==> src/rtl/idex_stage_s.sv <==
// idex_stage_s: ID/EX pipeline register with hazard-driven enables, bubbles, operand forwarding and a stall watchdog.
// Optional HAZ_PERF_EN adds free-running stall/flush event counters.
module idex_stage_s #(
  parameter int          DATA_W        = 32,
  parameter bit          FORWARDING_ON = 1'b1,
  parameter int unsigned MAX_STALL     = 1
) (
  input  logic              clk,
  input  logic              rst,
  input  logic [DATA_W-1:0] id_pc,
  input  logic [4:0]        id_rs1,
  input  logic [4:0]        id_rs2,
  input  logic [4:0]        id_rd,
  input  logic [DATA_W-1:0] id_rs1_data,
  input  logic [DATA_W-1:0] id_rs2_data,
  input  logic [DATA_W-1:0] id_imm,
  input  logic              id_memRead,
  input  logic              id_memWrite,
  input  logic              id_regWrite,
  input  logic              id_aluSrc,
  input  logic [3:0]        id_aluOp,
  input  logic              id_valid,
  input  logic              stall,
  input  logic              flush,
  input  logic [1:0]        forwA,
  input  logic [1:0]        forwB,
  input  logic [DATA_W-1:0] exmem_alu_result,
  input  logic [DATA_W-1:0] memwb_wb_data,
  output logic              pc_en,
  output logic              ifid_en,
  output logic              ifid_flush,
  output logic [DATA_W-1:0] idex_pc,
  output logic [DATA_W-1:0] idex_imm,
  output logic [4:0]        idex_rs1,
  output logic [4:0]        idex_rs2,
  output logic [4:0]        idex_rd,
  output logic              idex_memRead,
  output logic              idex_memWrite,
  output logic              idex_regWrite,
  output logic              idex_aluSrc,
  output logic [3:0]        idex_aluOp,
  output logic              idex_valid,
  output logic [DATA_W-1:0] ex_opA,
  output logic [DATA_W-1:0] ex_opB_reg,
  output logic [DATA_W-1:0] ex_opB,
`ifdef HAZ_PERF_EN
  output logic [31:0]       perf_stall_cnt,
  output logic [31:0]       perf_flush_cnt,
`endif
  output logic              stall_err
);
  typedef struct packed {
    logic [DATA_W-1:0] pc;
    logic [DATA_W-1:0] imm;
    logic [DATA_W-1:0] d1;
    logic [DATA_W-1:0] d2;
    logic [4:0]        rs1;
    logic [4:0]        rs2;
    logic [4:0]        rd;
    logic              mr;
    logic              mw;
    logic              rw;
    logic              as;
    logic [3:0]        op;
    logic              v;
  } idex_t;
  idex_t idex_d, idex_q;
  logic [3:0] cnt_d, cnt_q;
  logic err_d, err_q;
  logic [1:0] fa, fb;
  always_comb begin
    idex_d = (flush || stall) ? '0 : idex_t'{id_pc, id_imm, id_rs1_data, id_rs2_data, id_rs1, id_rs2, id_rd,
                                             id_memRead, id_memWrite, id_regWrite, id_aluSrc, id_aluOp, id_valid};
    cnt_d = stall ? cnt_q + {3'b0, cnt_q != 4'hf} : 4'h0;
    err_d = err_q | (stall && 32'(cnt_q) >= MAX_STALL);
    pc_en = ~stall;
    ifid_en = ~stall;
    ifid_flush = flush;
    fa = FORWARDING_ON ? forwA : 2'b00;
    fb = FORWARDING_ON ? forwB : 2'b00;
    ex_opA = fa == 2'b01 ? exmem_alu_result : fa == 2'b10 ? memwb_wb_data : idex_q.d1;
    ex_opB_reg = fb == 2'b01 ? exmem_alu_result : fb == 2'b10 ? memwb_wb_data : idex_q.d2;
    ex_opB = idex_q.as ? idex_q.imm : ex_opB_reg;
  end
  always_ff @(posedge clk or posedge rst) begin
    if (rst) begin
      idex_q <= '0;
      cnt_q <= '0;
      err_q <= 1'b0;
    end else begin
      idex_q <= idex_d;
      cnt_q <= cnt_d;
      err_q <= err_d;
    end
  end
  assign idex_pc = idex_q.pc;
  assign idex_imm = idex_q.imm;
  assign idex_rs1 = idex_q.rs1;
  assign idex_rs2 = idex_q.rs2;
  assign idex_rd = idex_q.rd;
  assign idex_memRead = idex_q.mr;
  assign idex_memWrite = idex_q.mw;
  assign idex_regWrite = idex_q.rw;
  assign idex_aluSrc = idex_q.as;
  assign idex_aluOp = idex_q.op;
  assign idex_valid = idex_q.v;
  assign stall_err = err_q;
`ifdef HAZ_PERF_EN
  logic [31:0] ps_d, ps_q, pf_d, pf_q;
  always_comb begin
    ps_d = ps_q + {31'b0, stall};
    pf_d = pf_q + {31'b0, flush};
  end
  always_ff @(posedge clk or posedge rst) begin
    if (rst) begin
      ps_q <= '0;
      pf_q <= '0;
    end else begin
      ps_q <= ps_d;
      pf_q <= pf_d;
    end
  end
  assign perf_stall_cnt = ps_q;
  assign perf_flush_cnt = pf_q;
`endif
endmodule
==> config.mk <==
export PLATFORM = sky130hd
export DESIGN_NAME = idex_stage_s
export DESIGN_NICKNAME = d
export VERILOG_FILES = /design/src/rtl/idex_stage_s.sv
export SDC_FILE = /design/constraint.sdc
export NUM_CORES = 1
export LEC_CHECK = 0
export ABC_CLOCK_PERIOD_IN_PS = 5800
export CAP_MARGIN = 20
export CORE_MARGIN = 10
export CORE_UTILIZATION = 42
export DETAILED_ROUTE_END_ITERATION = 10
export GPL_ROUTABILITY_DRIVEN = 0
export GPL_TIMING_DRIVEN = 0
export PLACE_DENSITY_LB_ADDON = 0.25
export SLEW_MARGIN = 20
export SYNTH_ARGS = -nofsm -noshare
export SYNTH_HDL_FRONTEND = slang
export SYNTH_SLANG_ARGS = --single-unit
==> constraint.sdc <==
create_clock -name clk -period 5.8 [get_ports clk]
set_clock_uncertainty 0.15 [all_clocks]
set_input_delay 0.58 -clock clk [delete_from_list [all_inputs] [get_ports clk]]
set_output_delay 0.58 -clock clk [all_outputs]
set_load 0.01 [all_outputs]
* Yosys cells after proc, flatten, opt, wreduce, memory -nomap -nowiden
Cells that the tools add are included.
** Storage, ports and cells
- ROM bits :: 0
- RAM bits :: 0
- Flip-flop bits (word level) :: 157
- Bits of input ports :: 224
- Memories :: 0
- Word-level logic and storage cells :: 33
- Latch bits :: 0
** Cells by class
- Add/subtract/negate cells :: 1
- Multiplexer cells :: 7
- Shift-type cells :: 0
- $lt $le $gt $ge :: 1
- Reduce and logical (&&, ||, !) cells :: 2
- Bitwise logic cells :: 2
- Divide/modulo/power cells :: 0
- Equal/unequal tests :: 5
- Multiply operators :: 0
** Operators by type and width (count)
- two-way mux 32 bit :: 5
- two-way mux 152 bit :: 1
- adder 4 x 1 -> 4 bit :: 1
- == test 2 x 1 -> 1 bit (second input constant) :: 2
- == test 2 bit (second input constant) :: 2
- greater-or-equal comparator 4 x 1 -> 1 bit (second input constant) :: 1
- two-way mux 4 bit :: 1
- inequality test 4 bit (second input constant) :: 1
- logical AND 1 bit :: 1
- logical OR 1 bit :: 1
- inverter 1 bit :: 1
- OR 1 bit :: 1

* Longest topological paths before layout
- Word-level depth :: 4
- Gate-level depth with buffers :: 6

* Least setup slack after synthesis
No wires, ideal clock.
- Path type :: input-to-output
- Start point :: in forwB[1]
- End point :: out ex_opB_reg[2]
- Path buffers :: 2
- Path slack :: 3.724 ns
- Stages :: 5
- Arrival time :: 1.346 ns
- Cells stage by stage :: buf_6 buf_12 mux2_4 nor2_1 a21oi_1
** On the way
- Word-level cells in the longest chain between the ends :: 3
** Ends and longest elaborated chain
- start: declaration :: RTL line 26 : input logic [1:0] forwB,
- == test 2 bit :: RTL line 82 : ex_opB_reg = fb == 2'b01 ? exmem_alu_result : fb == 2'b10 ? memwb_wb_data : idex_q.d2;
- two-way mux 32 bit :: RTL line 82
- two-way mux 32 bit * :: RTL line 82
- end: declaration :: RTL line 44 : output logic [DATA_W-1:0] ex_opB_reg,
Mark *: on every way between the ends. The rest lies on a longest branch, timed or not.

* Worst setup path in the final report
- Start point :: in forwB[0]
- End point :: out ex_opB_reg[18]
Same word-level chain as after synthesis.

==> impl_metrics.toml <==
[floorplan]
num_io_pins = 412
chipHeight_um = 165.2
initial_core_util = 0.4238
core_um2 = 20890
rows = 53
dieArea_um2 = 27290
die_w_um = 165.2

[drt]
wl_per_cell_um = 22.21
routed_via_density = 4.870
wl_um = 34270
drt_iter0_drc = 312
drc = 0
antenna_left = 0
drt_first_pass_iters = 4
vias = 7515

[clock_tree]
cts_setup_buffers = 0
root_buffer = "clkbuf_16"
htree_levels = 4
ctsResizeCount = 0
numCtsBuffers = 17
hold_buffers = 0
cts_max_path_buffers = 2
cts.reportedPaths.clkPinSlew_ps = 70
cts_tree = "done"
clock-sinks = 157
clock_latency_ps = 420

[synthesis]
synth.area.top_cells = "dfrtp_1 (44%), and2_1 (11%), mux2i_1 (7.2%)"
synth_seq_cells = 157
ys.flop_type = "dfrtp_1"
synth.cell_area_um2 = 8853
synth_warnings = 0
synth-edff-count = 0
synth_cells = 822
yosysTopAreaCell = "dfrtp_1"
synth.distinct_cells = 28
synth_nets = 1048
synth_top_area_share = 0.4438
ys_seq_area_frac = 0.4438
avgSynthCellArea_um2 = 10.77
async_flop_share = 1.000

[flow_run]
maxCapViolations = 0

[global_route]
grt_max_degree = 84
grt_util_met3 = 0.1076
antenna_found_initial = 4
grt_use_met1 = 0.2541
grt_usage = 0.2430
grtUsageMet2 = 0.4299
grt_pass1_vias = 8165
grt-ovfl-total = 0
grt_busiest_layer = "met2"
grt_pass1_wl_um = 49270

[pwr]
irDropWorstVdd_mv = 0.1982
p_leak_nw = 6.257
powerDensity_nw_per_um2 = 222.2
p_total_mw = 3.095

[worst_setup_path]
end_kind = "output pin"
worst_ep_required_time_ps = 5070
arrival_ps = 2820
path_class = "in -> out"
start_kind = "primary input"
worst-path-max-fanout = 10

[timing]
fmax_mhz = 282.0
slew_violations = 0
slew_headroom = 0.4486
period_minus_slack_ps = 3546
rsz0062_at_grt = "false"
fin_crit_sh = 0.6114
hold_violations = 0
worst_pin_slew_ps = 827.1
setup_violations = 0

[placement]
placed_area_um2 = 13330
io_buffers = 409
dp_hpwl_um = 27280
dp_cells = 1507

[layout]
final_util = 0.6670
final_cells = 1543
final_cell_area_um2 = 13930
syn_to_final_growth_pct = 57.36
drive_above_1_share = 0.1986
nets = 1477

[status]
status = "complete, no violations"

[worst_hold_path]
hold_path.class = "reg -> reg"
## cell type report
class / count / area (um2)
well taps: 275 / 344.1
fillers: 1654 / 6957
multi-input cells: 487 / 3720
diodes: 4 / 10.01
repair buffers: 410 / 4121
clock buffers: 19 / 442.9
clock inverters: 13 / 152.6
inverters: 34 / 135.1
flip-flops and latches: 157 / 3929
plain buffers: 144 / 1077
## worst max-delay path, stage by stage
cell and delay [ps]:
clkdlybuf4s50_1 480, clkbuf_1 460, clkbuf_1 540, a21oi_1 210, clkdlybuf4s50_1 540
## synth_stat cells (all sizes together) (2+ instances only)
library cell  count
a211oi           32
ha                2
inv              34
a21oi            64
mux2i            64
nor2             67
a221oi           32
clkbuf           21
nor2b            33
dfrtp           157
mux2             32
buf             123
and2            154
## cell families (layout without fill, tap and decap cells)
family / after synthesis / after routing / synth area share
compound gates: 129 / 129 / 0.1184
flops: 157 / 157 / 0.4438
other cells: 0 / 4 / 0
fa+ha+maj: 2 / 2 / 0.002826
xor+xnor: 2 / 2 / 0.001979
simple gates: 258 / 258 / 0.1720
mux: 96 / 96 / 0.1249
buf+inv: 178 / 620 / 0.1361
## stage by stage
stage	setup TNS (ps)	worst slack, ps	hold slack, ps
6_report	0	2254	331.4
5_1_grt	0	2135	354.0
4_1_cts	0	2274	333.8
3_5_place_dp	0	2273	315.1
3_3_place_gp	-214490	-1390	310.6
2_1_floorplan	0	835.1	363.4
## where the power goes
group	internal [mW]	switching, mW
Sequential	1.14	0.0203
Combinational	0.449	0.335
Clock	0.658	0.496
Total	2.24	0.852
## final timing paths
path / start / to / slack [ps] / cells past startpoint
worst max register to register: cnt_q[2]$_DFF_PP0_ / cnt_q[1]$_DFF_PP0_ / 4410 / 4
worst min register to register: stall_err$_DFF_PP0_ / stall_err$_DFF_PP0_ / 330 / 1
worst min-delay path: stall_err$_DFF_PP0_ / stall_err$_DFF_PP0_ / 330 / 1
min in group asynchronous: rst / idex_rd[4]$_DFF_PP0_ / 500 / 2
worst max-delay path: forwB[0] / ex_opB_reg[18] / 2250 / 5
max in group asynchronous: rst / idex_pc[4]$_DFF_PP0_ / 4210 / 3
## cells in the final DEF (no fill, tap or decap), types with 28 or more instances in the layout
cell / synthesis / final
a21oi_1: 64 / 64
a221oi_2: 32 / 32
dfrtp_1: 157 / 157
mux2_4: 28 / 28
clkdlybuf4s50_1: 0 / 409
nor2_1: 36 / 36
and2_1: 154 / 154
inv_1: 34 / 33
mux2i_1: 64 / 64
buf_4: 85 / 85
a211oi_1: 32 / 32
nor2_2: 31 / 31
nor2b_1: 33 / 33
## sequential cells by signal (all words and copies together), names as in the netlist
register,flops
cnt_q,4
idex_aluOp,4
idex_aluSrc,1
idex_imm,32
idex_memRead,1
idex_memWrite,1
idex_pc,32
idex_q,64
idex_rd,5
idex_regWrite,1
idex_rs1,5
idex_rs2,5
idex_valid,1
stall_err,1
## metal layers
metal,part of all wire,wire length (um)
met1,0.36,12360
met5,0,0
met2,0.51,17470
met3,0.11,3660
met4,0.023,778
Note: power is estimated with default switching activity, not from simulation.
